<file path="config.mk">
export PLATFORM = sky130hd
export DESIGN_NAME = uart_rx_param
export DESIGN_NICKNAME = d
export VERILOG_FILES = /design/src/rtl/uart_rx_param.sv
export SDC_FILE = /design/constraint.sdc
export NUM_CORES = 1
export LEC_CHECK = 0
export ABC_AREA = 1
export CORE_ASPECT_RATIO = 0.5
export CORE_MARGIN = 2
export CORE_UTILIZATION = 60
export CTS_BUF_LIST = sky130_fd_sc_hd__clkbuf_4 sky130_fd_sc_hd__clkbuf_8
export CTS_CLUSTER_SIZE = 10
export DETAILED_ROUTE_END_ITERATION = 12
export GPL_ROUTABILITY_DRIVEN = 0
export MAX_ROUTING_LAYER = met4
export PLACE_DENSITY = 0.91
export SKIP_CTS_REPAIR_TIMING = 1
export SYNTH_ARGS = -nofsm -noshare
export SYNTH_HDL_FRONTEND = slang
export SYNTH_SLANG_ARGS = --single-unit
</file>
<file path="constraint.sdc">
create_clock -name clk -period 3.75 [get_ports clk]
set_input_delay 0.5625 -clock clk [delete_from_list [all_inputs] [get_ports clk]]
set_output_delay 0.5625 -clock clk [all_outputs]
set_load 0.01 [all_outputs]
</file>
<file path="src/rtl/uart_rx_param.sv">
// Parametrised UART receiver: glitch-filtered start detect, optional parity, 1/2 stop bits,
// per-word error pulses and a first-word-fall-through FIFO. Define UART_RX_BREAK_EN for break detection.
module uart_rx_param #(
  parameter int unsigned CLKS_PER_BIT = 868,
  parameter int unsigned DATA_BITS    = 8,
  parameter int unsigned PARITY       = 0,
  parameter int unsigned STOP_BITS    = 1,
  parameter int unsigned FIFO_DEPTH   = 4
) (
  input  logic                          clk,
  input  logic                          rst,
  input  logic                          rx,
  output logic [DATA_BITS-1:0]          rx_data,
  output logic                          rx_valid,
  input  logic                          rx_ready,
  output logic [$clog2(FIFO_DEPTH):0]   fifo_count,
  output logic                          frame_err,
  output logic                          parity_err,
  output logic                          overrun,
  output logic                          break_det
);

  localparam int unsigned CW   = $clog2(CLKS_PER_BIT);
  localparam int unsigned BW   = $clog2(DATA_BITS);
  localparam int unsigned PW   = $clog2(FIFO_DEPTH);
  localparam int unsigned CNTW = PW + 1;

  localparam logic [CW-1:0]   LAST   = CW'(CLKS_PER_BIT - 1);
  localparam logic [CW-1:0]   HALFM1 = CW'(CLKS_PER_BIT / 2 - 1);
  localparam logic [BW-1:0]   BLAST  = BW'(DATA_BITS - 1);
  localparam logic            SLAST  = (STOP_BITS == 2);
  localparam logic [CNTW-1:0] FULL_N = CNTW'(FIFO_DEPTH);

  localparam logic [2:0] S_IDLE      = 3'd0;
  localparam logic [2:0] S_START     = 3'd1;
  localparam logic [2:0] S_DATA      = 3'd2;
  localparam logic [2:0] S_PARITY    = 3'd3;
  localparam logic [2:0] S_STOP      = 3'd4;
  localparam logic [2:0] S_WAIT_HIGH = 3'd5;

  logic                 meta_q, rs_q;
  logic [2:0]           state_q, state_d;
  logic [CW-1:0]        cnt_q, cnt_d;
  logic [BW-1:0]        bit_q, bit_d;
  logic                 stop_q, stop_d;
  logic [DATA_BITS-1:0] shreg_q, shreg_d;
  logic                 par_err_q, par_err_d;
  logic                 frame_err_q, frame_err_d;
  logic                 parity_err_q, parity_err_d;
  logic                 overrun_q, overrun_d;
`ifdef UART_RX_BREAK_EN
  logic                 par_bit_q, par_bit_d;
  logic                 break_q, break_d;
`endif

  logic [DATA_BITS-1:0] mem_q [FIFO_DEPTH];
  logic [PW-1:0]        wr_ptr_q, wr_ptr_d, rd_ptr_q, rd_ptr_d, rd_next;
  logic [CNTW-1:0]      count_q, count_d;
  logic [DATA_BITS-1:0] head_q, head_d;
  logic                 push, pop, full, sample;

  assign pop    = (count_q != '0) && rx_ready;
  assign full   = (count_q == FULL_N);
  assign sample = (cnt_q == LAST);

  always_comb begin
    state_d      = state_q;
    cnt_d        = sample ? '0 : cnt_q + CW'(1);
    bit_d        = bit_q;
    stop_d       = stop_q;
    shreg_d      = shreg_q;
    par_err_d    = par_err_q;
    frame_err_d  = 1'b0;
    parity_err_d = 1'b0;
    overrun_d    = 1'b0;
    push         = 1'b0;
`ifdef UART_RX_BREAK_EN
    par_bit_d    = par_bit_q;
    break_d      = 1'b0;
`endif
    case (state_q)
      S_IDLE: begin
        cnt_d     = '0;
        bit_d     = '0;
        stop_d    = 1'b0;
        par_err_d = 1'b0;
        if (!rs_q) state_d = S_START;
      end
      S_START: begin
        if (cnt_q == HALFM1) begin
          cnt_d   = '0;
          state_d = rs_q ? S_IDLE : S_DATA;
        end
      end
      S_DATA: begin
        if (sample) begin
          shreg_d = {rs_q, shreg_q[DATA_BITS-1:1]};
          bit_d   = bit_q + BW'(1);
          if (bit_q == BLAST) begin
            bit_d   = '0;
            state_d = (PARITY != 0) ? S_PARITY : S_STOP;
          end
        end
      end
      S_PARITY: begin
        if (sample) begin
          par_err_d = (PARITY == 1) ? ~(^shreg_q ^ rs_q) : (^shreg_q ^ rs_q);
`ifdef UART_RX_BREAK_EN
          par_bit_d = rs_q;
`endif
          state_d   = S_STOP;
        end
      end
      S_STOP: begin
        if (sample) begin
          if (!rs_q) begin
`ifdef UART_RX_BREAK_EN
            // All-zero frame through the first stop bit is a line break, not a framing error
            if (shreg_q == '0 && (PARITY == 0 || !par_bit_q) && !stop_q) break_d = 1'b1;
            else frame_err_d = 1'b1;
`else
            frame_err_d = 1'b1;
`endif
            state_d = S_WAIT_HIGH;
          end else if (stop_q == SLAST) begin
            state_d = S_IDLE;
            if (par_err_q)         parity_err_d = 1'b1;
            else if (full && !pop) overrun_d    = 1'b1;
            else                   push         = 1'b1;
          end else begin
            stop_d = 1'b1;
          end
        end
      end
      S_WAIT_HIGH: begin
        if (rs_q) state_d = S_IDLE;
      end
      default: state_d = S_IDLE;
    endcase
  end

  // Head register keeps the last popped word visible once the FIFO drains
  always_comb begin
    rd_next  = rd_ptr_q + PW'(1);
    wr_ptr_d = push ? wr_ptr_q + PW'(1) : wr_ptr_q;
    rd_ptr_d = pop ? rd_next : rd_ptr_q;
    count_d  = count_q;
    if (push && !pop) count_d = count_q + CNTW'(1);
    if (pop && !push) count_d = count_q - CNTW'(1);
    head_d = head_q;
    if (pop && count_q > CNTW'(1))
      head_d = mem_q[rd_next];
    else if (push && (count_q == '0 || (pop && count_q == CNTW'(1))))
      head_d = shreg_q;
  end

  always_ff @(posedge clk) begin
    if (rst) begin
      meta_q       <= 1'b1;
      rs_q         <= 1'b1;
      state_q      <= S_IDLE;
      cnt_q        <= '0;
      bit_q        <= '0;
      stop_q       <= 1'b0;
      shreg_q      <= '0;
      par_err_q    <= 1'b0;
      frame_err_q  <= 1'b0;
      parity_err_q <= 1'b0;
      overrun_q    <= 1'b0;
      wr_ptr_q     <= '0;
      rd_ptr_q     <= '0;
      count_q      <= '0;
      head_q       <= '0;
    end else begin
      meta_q       <= rx;
      rs_q         <= meta_q;
      state_q      <= state_d;
      cnt_q        <= cnt_d;
      bit_q        <= bit_d;
      stop_q       <= stop_d;
      shreg_q      <= shreg_d;
      par_err_q    <= par_err_d;
      frame_err_q  <= frame_err_d;
      parity_err_q <= parity_err_d;
      overrun_q    <= overrun_d;
      wr_ptr_q     <= wr_ptr_d;
      rd_ptr_q     <= rd_ptr_d;
      count_q      <= count_d;
      head_q       <= head_d;
    end
  end

  always_ff @(posedge clk) begin
    if (push) mem_q[wr_ptr_q] <= shreg_q;
  end

`ifdef UART_RX_BREAK_EN
  always_ff @(posedge clk) begin
    if (rst) begin
      par_bit_q <= 1'b0;
      break_q   <= 1'b0;
    end else begin
      par_bit_q <= par_bit_d;
      break_q   <= break_d;
    end
  end
  assign break_det = break_q;
`else
  assign break_det = 1'b0;
`endif

  assign rx_data    = head_q;
  assign rx_valid   = (count_q != '0);
  assign fifo_count = count_q;
  assign frame_err  = frame_err_q;
  assign parity_err = parity_err_q;
  assign overrun    = overrun_q;

endmodule

</file>
==> results.ini, run 1 <==
[global_routing]
grt_pass1_vias=2866
grt_pass1_wl_um=13600
grtUsageTotal_pct=27.3
grt_max_degree=25
antenna_found_initial=0
grt_overflow=0

[synthesis]
yosys-top-cells-area=edfxtp_1, dfxtp_1, nand2_1, inv_1, nor2_1
synth_flop_cell=dfxtp_1
synthesis.nets=483
synth_top_area_share_pct=25.4
synth_area_sq_mm=0.00378
yosys_register_bits=78
netlist_instances=466
synth-edff-count=32
async_flop_share_pct=0
yosysTopAreaCell=edfxtp_1
ys_types=35
yosysWarnings=0
syn_area_per_cell_sq_um=8.11
yosysSeqAreaShare_pct=49.8

[critical_path]
rr_worst_depth=11
cp_cell_sequence=inv_1 -> ha_1 -> nand2_1 -> nor2_1 -> nor3_4 -> nand3_2 -> ha_1 -> nor2_1 -> o21ai_0 -> o21ai_0 -> a21oi_1
critical_path.top_delay_family=simple AND/OR/NAND/NOR gates
crit_fanout=9
crit_cells=11
reg2reg_to=fifo_count[2]
max_stage_delay_ns=0.48
cp.required_ns=3.99
endpoint_kind=flip-flop
critPathBufInv=1
timing.rr.start=fifo_count[0]
start_kind=flip-flop
r2r_setup_slack_ns=1.07
worstSetupEndpoint=fifo_count[2]
slowest_stage=dfxtp_1
arrival_ns=2.93
worstSetupPathType=flip-flop to flip-flop
cp-startpoint=fifo_count[0]

[clocking]
cts_tree=yes
clk_pin_slew_ns=0.09
htreeDepth=3
clk_latency_ns=0.36
clock_sinks=78
root_buffer=clkbuf_8
clockBufferDepth=2
numCtsBuffers=9

[timing]
rsz0062_at_grt=false
max_slew_margin_pct=50.8
fin_skew_ns=0.0131
period_needed_ns=2.68
slew_violations=0
worstMarginPinSlew_ns=0.735
setup_tns_ns=0
setup_viol=0
min_period_over_period_pct=71.6
max_freq_mhz=372
hold_viol_final=0

[drt]
dr_total_vias=3090
route.detailed.drc=0
wl_per_cell_um=14.4
detail_route.vias_per_cell=5.35
drtPass1Iterations=6
drtIter0Drc=335
ant_nets=0
drt_wl_total_um=8310

[power_and_ir_drop]
powerDensity_mw_per_mm2=520
leakage_nw=1.86
worst_ir_drop_vdd_mv=0.223

[layout]
nets=502
final_layout_size_suffix_gt1_share_pct=9.18
stdcell_area_sq_mm=0.00423
area_growth_pct=11.9
n_fill_cell=430
diodes=0
multi_input_area_sq_mm=0.00159
regArea_sq_mm=0.00188

[floorplan]
initial_core_util_pct=62.1
die_x_um=116
rows=20
die_area_sq_mm=0.00699
die_h_um=60.1
num_io_pins=20
core-area_sq_mm=0.00608

[run_status]
status=finished, final reports clean

[place]
portBuffers=18
hpwlAfterDp_um=5490
placed_cell_area_sq_mm=0.00400

[run]
max_cap_viol_count=0

[min_path]
hp-class=flip-flop to flip-flop

per-layer routing:
metal  GRT usage [%]  routed length [um]  share of wire (%)
met1            31.3                3330                 40
met2            45.3                3970                 48
met3            8.62                 722                8.7
met4            11.1                 284                3.4
met5               -                   0                  0
worst min-delay path by stage:
stage	start	to	slack, ns	cells past startpoint
5_1_grt	meta_q	rs_q	0.43	1
6_report	meta_q	rs_q	0.43	1
3_5_place_dp	meta_q	rs_q	0.41	1
3_3_place_gp	meta_q	rs_q	0.39	1
2_1_floorplan	meta_q	rs_q	0.39	1
4_1_cts	meta_q	rs_q	0.43	1
power by group:
group	internal, W	total (W)	leakage, nW	switching [W]
clock	0.000387	0.000710	0.107	0.000323
combinational	0.000171	0.000513	1.01	0.000342
sequential	0.000920	0.000974	0.745	0.0000534
total	0.00148	0.00220	1.86	0.000718
flip-flops by register name, summed over array words and instances (netlist names), 2 cells and up:
signal      count
state_q         3
cnt_q          10
fifo_count      3
mem_q          32
rx_data         8
shreg_q         8
wr_ptr_q        2
rd_ptr_q        2
bit_q           3
cells in the final DEF (no fill, tap or decap), types with 6 or more instances in the layout:
master and instances:
nor2_1 48, a21oi_1 34, edfxtp_1 32, dfxtp_1 46, o21ai_0 23, clkdlybuf4s50_1 18, nand2_1 133, ha_1 13
inv_1 52, nand3_1 20, inv_2 6, clkbuf_8 9
cell type report:
class | instances | area share, %
Multi-Input combinational cell | 317 | 37.7
Sequential cell | 78 | 44.5
Tap cell | 88 | 2.61
Inverter | 60 | 5.45
Timing Repair Buffer | 19 | 4.44
Clock inverter | 6 | 2.19
Clock buffer | 10 | 3.11
kinds of logic (layout without fill, tap and decap cells):
group / count (synthesis) / after routing / share of synthesized area (%)
other: 1 / 1 / 0.0992
buffers and inverters: 71 / 95 / 8.05
flip-flops: 78 / 78 / 49.8
XOR/XNOR: 4 / 4 / 0.927
AO/OA/AOI/OAI: 62 / 62 / 8.41
adder cells (fa/ha/maj): 13 / 13 / 4.30
AND/OR/NAND/NOR: 237 / 237 / 28.4
worst reg2reg max path: cells and delay by family (launching register included):
| kind | cells | cell delay (ns) |
|---|---|---|
| and+or+nand+nor | 5 | 0.75 |
| DFF | 1 | 0.48 |
| adders and majority gates | 2 | 0.68 |
| AOI/OAI and AO/OA | 3 | 0.54 |
| buffers and inverters | 1 | 0.12 |
stage by stage:
step	hold slack, ns	setup WS (ns)	util [%]	total power (W)	cells
2_1_floorplan	0.389	1.63	-	0.00137	466
3_3_place_gp	0.391	1.19	65.8	0.00146	562
3_5_place_dp	0.408	0.983	65.8	0.00149	562
4_1_cts	0.426	1.13	69.5	0.00219	578
5_1_grt	0.432	0.916	69.5	0.00231	578
6_report	0.431	1.07	69.5	0.00220	578
Yosys cell counts (5+ instances only):
library cell  instances
nor2_1               48
inv_1                52
buf_2                 5
edfxtp_1             32
dfxtp_1              46
a21oi_1              34
nand2_1             133
o21ai_0              23
nand2_2               5
inv_2                 6
ha_1                 13
nand4_1               5
nor3_1                5
nand3_1              20
No activity file was read; power rests on OpenSTA's default activity.
==> inputs of run 2 (changes only) <==
--- a/config.mk
+++ b/config.mk
@@ -8,13 +8,13 @@
 export ABC_AREA = 1
 export CORE_ASPECT_RATIO = 0.5
 export CORE_MARGIN = 2
-export CORE_UTILIZATION = 60
+export CORE_UTILIZATION = 56
 export CTS_BUF_LIST = sky130_fd_sc_hd__clkbuf_4 sky130_fd_sc_hd__clkbuf_8
 export CTS_CLUSTER_SIZE = 10
 export DETAILED_ROUTE_END_ITERATION = 12
 export GPL_ROUTABILITY_DRIVEN = 0
 export MAX_ROUTING_LAYER = met4
-export PLACE_DENSITY = 0.91
+export PLACE_DENSITY = 0.89
 export SKIP_CTS_REPAIR_TIMING = 1
 export SYNTH_ARGS = -nofsm -noshare
 export SYNTH_HDL_FRONTEND = slang
==> constraint.sdc (replaced) <==
create_clock -name clk -period 2.33 [get_ports clk]
set_input_delay 0.3495 -clock clk [delete_from_list [all_inputs] [get_ports clk]]
set_output_delay 0.3495 -clock clk [all_outputs]
set_load 0.01 [all_outputs]
==> run 2 against run 1 <==
  * Die area grew 6.8%
  * Final cell count grew 2.6%
  * Wire length shrank 13%
  * Clock power grew 35%
  * Worst setup slack lost 0.90 ns
  * Non-clock buffer count grew 11
  * Critical path depth is the same
  * Combinational power grew 64%
  * Clock skew shrank 0.0046 ns
  * Count of clock-buffer cells in the layout shrank 1
==> results.ini, run 2 (synthesis gave the netlist of run 1 again) <==
[power_and_ir_drop]
p_sw_w=0.00110  ; was 0.000718 W
leakage_nw=1.90  ; was 1.86 nW
swShare_pct=32.7  ; about the same
power_frac_clock_pct=28.4  ; was 32.3%
internal-power_w=0.00227  ; was 0.00148 W
worst_ir_drop_vdd_mv=0.315  ; was 0.223 mV
powerDensity_mw_per_mm2=786  ; was 520 mW/mm^2
seq_power_share_pct=46.6  ; was 44.3%
pwr-share-comb_pct=25.0  ; was 23.3%

[timing]
max_freq_mhz=461  ; was 372 MHz
setup_viol=0  ; unchanged
min_period_over_period_pct=93.0  ; was 71.6%
hold_viol_final=0  ; unchanged
slew_violations=0  ; unchanged
period_needed_ns=2.17  ; was 2.68 ns
fin_skew_ns=0.00856  ; was 0.0131 ns
worst_slack_ns=0.162  ; was 1.07 ns
hold_ws_ns=0.420  ; was 0.431 ns

[floorplan]
die_h_um=62.1  ; was 60.1 um
die_area_sq_mm=0.00746  ; was 0.00699 sq mm
initial_core_util_pct=57.3  ; was 62.1%
die_x_um=120  ; was 116 um
num_io_pins=20  ; unchanged
core-area_sq_mm=0.00660  ; was 0.00608 sq mm
rows=21  ; was 20

[layout]
largest_register_ff_count=32  ; unchanged
regArea_sq_mm=0.00188  ; about the same
regMostFlops=mem_q  ; unchanged
final_cell_mix=nand2_1, inv_1, nor2_1, dfxtp_1, a21oi_1  ; unchanged
multi_input_area_sq_mm=0.00159  ; unchanged
nets=513  ; was 502
n_fill_cell=494  ; was 430
final_layout_size_suffix_gt1_share_pct=11.0  ; was 9.18%
top_regs=mem_q (32), cnt_q (10)  ; unchanged
diodes=0  ; unchanged
final_common_cell=nand2_1  ; unchanged
area_growth_pct=13.3  ; was 11.9%

[global_routing]
grt_max_degree=25  ; unchanged
grtUsageTotal_pct=20.9  ; was 27.3%
grt_overflow=0  ; unchanged
grt_pass1_vias=2581  ; was 2866
antenna_found_initial=0  ; unchanged
grt_pass1_wl_um=11400  ; was 13600 um

[critical_path]
rr_worst_depth=11  ; unchanged
arrival_ns=2.40  ; was 2.93 ns
crit_fanout=4  ; was 9
r2r_setup_slack_ns=0.16  ; was 1.07 ns
cp.required_ns=2.56  ; was 3.99 ns
timing.rr.start=fifo_count[1]  ; was fifo_count[0]
start_kind=flip-flop  ; unchanged
worstSetupEndpoint=fifo_count[2]  ; unchanged
worstSetupPathType=flip-flop to flip-flop  ; unchanged
endpoint_kind=flip-flop  ; unchanged
cp-startpoint=fifo_count[1]  ; was fifo_count[0]
reg2reg_to=fifo_count[2]  ; unchanged

[clocking]
clk_pin_slew_ns=0.07  ; was 0.09 ns
clockBufferDepth=2  ; unchanged
cts_tree=yes  ; unchanged
numCtsBuffers=9  ; unchanged
clk_latency_ns=0.35  ; was 0.36 ns
root_buffer=clkbuf_8  ; unchanged
clock_sinks=78  ; unchanged
htreeDepth=3  ; unchanged

[drt]
drt_wl_total_um=7190  ; was 8310 um
route.detailed.drc=0  ; unchanged
drtPass1Iterations=4  ; was 6
ant_nets=0  ; unchanged
dr_total_vias=2991  ; was 3090
wl_per_cell_um=12.1  ; was 14.4 um
detail_route.vias_per_cell=5.04  ; was 5.35
drtIter0Drc=223  ; was 335

[place]
hpwlAfterDp_um=4940  ; was 5490 um
dp_worst_setup_slack_ns=0.114  ; was 0.983 ns
portBuffers=18  ; unchanged

[min_path]
hp-class=flip-flop to flip-flop  ; unchanged

[run_status]
status=finished, final reports clean  ; unchanged

[run]
max_cap_viol_count=0  ; unchanged

-- run 2: cell count changes in the layout (fill, tap and decap cells not counted), sizes merged --
cell and change:
bufinv -1, inv -2, clkinvlp -2, clkinv +6, buf +11, clkbuf -1
-- run 2: layout make-up --
cell class,instances,share of cell area [%]
Timing Repair Buffer,30,6.31
Inverter,60,5.38
Clock inverter,7,1.52
Sequential cell,78,44.0
Clock buffer,9,2.89
Tap cell,92,2.69
Multi-Input combinational cell,317,37.2
-- run 2: worst min-delay path by stage --
stage / startpoint / endpoint / slack [ns] / cells after the start
detailed placement: meta_q / rs_q / 0.41 / 1
CTS: meta_q / rs_q / 0.43 / 1
global route: meta_q / rs_q / 0.43 / 1
floorplan: meta_q / rs_q / 0.39 / 1
finish: meta_q / rs_q / 0.42 / 1
global placement: meta_q / rs_q / 0.39 / 1
-- run 2: through the flow --
| stage | setup TNS, ns | instance area, sq um | instances | util, % | total power, W |
|---|---|---|---|---|---|
| final | 0 | 4280 | 593 | 64.9 | 0.00337 |
| after floorplan | 0 | 3780 | 466 | - | 0.00220 |
| after global routing | -0.00286 | 4280 | 593 | 64.9 | 0.00355 |
| after detailed placement | 0 | 4090 | 577 | 62.0 | 0.00241 |
| after global placement | 0 | 4090 | 577 | 62.0 | 0.00239 |
| after CTS | 0 | 4280 | 593 | 64.9 | 0.00337 |
-- run 2: power by group through the flow --
stage | logic [W] | clock network, W | registers [W]
final | 0.000840 | 0.000956 | 0.00157
after global routing | 0.000941 | 0.00103 | 0.00158
after CTS | 0.000830 | 0.000976 | 0.00157
after detailed placement | 0.000816 | 0 | 0.00160
after global placement | 0.000796 | 0 | 0.00159
after floorplan | 0.000613 | 0 | 0.00159
-- run 2: critical path, cell delays in order (launching register included) --
cell and delay, ns:
dfxtp_1 0.39, inv_1 0.11, ha_1 0.24, nand2_1 0.10, nor2_1 0.07, nor3_4 0.18
nand3_2 0.11, ha_1 0.38, nor2_1 0.14, o21ai_0 0.14, o21ai_1 0.16, a21oi_1 0.05
-- run 2: layer usage --
metal | part of all wire [%] | vias to the layer above | GRT usage (%)
met2 | 49 | 89 | 36.7
met1 | 43 | 1333 | 23.4
met3 | 5.8 | 12 | 6.30
li1 | - | 1557 | -
met5 | 0 | - | -
met4 | 1.7 | 0 | 7.90
==> inputs of run 3 (changes only) <==
--- a/config.mk
+++ b/config.mk
@@ -15,6 +15,7 @@
 export GPL_ROUTABILITY_DRIVEN = 0
 export MAX_ROUTING_LAYER = met4
 export PLACE_DENSITY = 0.89
+export SETUP_SLACK_MARGIN = 0.5
 export SKIP_CTS_REPAIR_TIMING = 1
 export SYNTH_ARGS = -nofsm -noshare
 export SYNTH_HDL_FRONTEND = slang
==> run 3 against run 2 <==
  * Sequential power hardly changed
  * Power is 8.8% higher
  * Via count is 2.4% higher
  * Global-route usage is 0.54 points higher
  * Count of clock-buffer cells in the layout is 3 higher
  * First-iteration DRC count is 11% higher
  * Critical path type unchanged
  * Largest cell class unchanged
  * Largest power group unchanged
==> results.ini, run 3 (synthesis gave the netlist of run 1 again) <==
[floorplan]
rows=21  ; unchanged
die_x_um=120  ; unchanged
core-area_sq_mm=0.00660  ; unchanged
die_h_um=62.1  ; unchanged
initial_core_util_pct=57.3  ; unchanged
num_io_pins=20  ; unchanged
die_area_sq_mm=0.00746  ; unchanged

[timing]
setup_viol=0  ; unchanged
max_freq_mhz=535  ; was 461 MHz
period_needed_ns=1.87  ; was 2.17 ns
fin_skew_ns=0.00976  ; was 0.00856 ns
hold_viol_final=0  ; unchanged
setup_tns_ns=0  ; unchanged
slew_violations=0  ; unchanged
min_period_over_period_pct=80.2  ; was 93.0%
rsz0062_at_grt=true

[global_routing]
grt_pass1_wl_um=11800  ; was 11400 um
grt_overflow=0  ; unchanged
grtUsageTotal_pct=21.5  ; was 20.9%
grt_pass1_vias=2660  ; was 2581
grt_max_degree=25  ; unchanged
antenna_found_initial=0  ; unchanged

[critical_path]
arrival_ns=2.15  ; was 2.40 ns
start_kind=flip-flop  ; unchanged
endpoint_kind=flip-flop  ; unchanged
crit_fanout=4  ; unchanged
critPathBufInv=1  ; unchanged
critical_path.top_delay_family=simple AND/OR/NAND/NOR gates  ; was adder cells
max_stage_delay_ns=0.39  ; about the same
cp.required_ns=2.61  ; was 2.56 ns
slowest_stage=dfxtp_4  ; was dfxtp_1
worstSetupPathType=flip-flop to flip-flop  ; unchanged
cp_cell_sequence=inv_4 -> ha_4 -> nand2_2 -> nor2_1 -> nor3_4 -> nand3_4 -> ha_4 -> nor2_2 -> nor2_2 -> o21ai_1 -> o21ai_1 -> a21oi_1  ; was inv_1 -> ha_1 -> nand2_1 -> nor2_1 -> nor3_4 -> nand3_2 -> ha_1 -> nor2_1 -> o21ai_0 -> o21ai_1 -> a21oi_1

[power_and_ir_drop]
fin_total_pwr_w=0.00366  ; was 0.00337 W
powerDensity_mw_per_mm2=824  ; was 786 mW/mm^2
worst_ir_drop_vdd_mv=0.356  ; was 0.315 mV
leakage_nw=1.96  ; was 1.90 nW

[layout]
final_common_cell=nand2_1  ; unchanged
n_fill_cell=453  ; was 494
diodes=0  ; unchanged
largest_register_ff_count=32  ; unchanged
area_growth_pct=17.6  ; was 13.3%
regMostFlops=mem_q  ; unchanged
final_layout_size_suffix_gt1_share_pct=14.6  ; was 11.0%
nets=511  ; was 513
final_cell_mix=nand2_1, inv_1, nor2_1, dfxtp_1, a21oi_1  ; unchanged
top_regs=mem_q (32), cnt_q (10)  ; unchanged
finalNonFillerCells=591  ; was 593

[drt]
route.detailed.drc=0  ; unchanged
drtPass1Iterations=5  ; was 4
drtIter0Drc=247  ; was 223
wl_per_cell_um=13.5  ; was 12.1 um
dr_total_vias=3063  ; was 2991
ant_nets=0  ; unchanged
drt_wl_total_um=7980  ; was 7190 um
detail_route.vias_per_cell=5.18  ; was 5.04

[place]
portBuffers=18  ; unchanged
place_inst=569  ; was 577
hpwlAfterDp_um=5050  ; was 4940 um

[min_path]
hp-class=flip-flop to flip-flop  ; unchanged

[clocking]
htreeDepth=3  ; unchanged
clk_pin_slew_ns=0.08  ; was 0.07 ns
cts_tree=yes  ; unchanged
clockBufferDepth=2  ; unchanged
clock_sinks=78  ; unchanged
clk_latency_ns=0.35  ; about the same
root_buffer=clkbuf_8  ; unchanged
numCtsBuffers=9  ; unchanged

[run]
max_cap_viol_count=0  ; unchanged

[run_status]
status=finished, final reports clean  ; unchanged

[run 3: changes by cell type in the layout (fill, tap and decap cells not counted), sizes merged]
cell	before	now
clkinv	8	4
buf	12	10
clkdlybuf4s50	18	17
clkbuf	9	12
bufinv	1	2
dlymetal6s2s	0	1
[run 3: area by class of cell]
cell class,count,area (sq um),share of cell area (%)
sequential,78,1900,42.7
tap,92,115,2.59
inverter,60,238,5.35
clock inverter,4,77.6,1.75
clock buffer,12,165,3.72
timing repair buffer,28,270,6.08
multi-input combinational,317,1680,37.9
[run 3: final timing paths]
check                      from            end  slack, ns  cells after the start
hold / removal           meta_q           rs_q       0.42                      1
setup reg to reg  fifo_count[1]  fifo_count[2]       0.46                     12
setup / recovery  fifo_count[1]  fifo_count[2]       0.46                     12
hold reg to reg          meta_q           rs_q       0.42                      1
[run 3: worst reg2reg max path: cells and delay by family (launching register included)]
family                   cells  cell delay [ns]
AND/OR/NAND/NOR              6             0.63
flip-flops                   1             0.39
adder cells (fa/ha/maj)      2             0.39
AO/OA/AOI/OAI                3             0.34
buffers and inverters        1             0.06
[run 3: report_power, final]
part | leakage [nW] | total (W) | switching (W) | internal (W)
registers | 0.747 | 0.00159 | 0.0000956 | 0.00149
logic | 1.09 | 0.000899 | 0.000566 | 0.000333
clock network | 0.123 | 0.00118 | 0.000481 | 0.000695
total | 1.96 | 0.00366 | 0.00114 | 0.00252
[run 3: routing by layer]
layer	wire length (um)	part of all wire [%]	up-vias	track usage (%)
met2	3850	48	102	36.6
met1	3500	44	1395	25.7
met5	0	0	-	-
met4	172	2.2	0	7.90
li1	-	-	1547	-
met3	456	5.7	19	5.02
[run 3: through the flow]
step | utilization (%) | hold WS (ns) | area [sq um] | worst slack, ns
floorplan | - | 0.389 | 3830 | 0.512
global placement | 61.9 | 0.392 | 4080 | 0.242
detailed placement | 61.9 | 0.398 | 4080 | 0.171
CTS | 65.5 | 0.418 | 4320 | 0.252
global route | 67.4 | 0.425 | 4440 | 0.367
finish | 67.4 | 0.416 | 4440 | 0.461
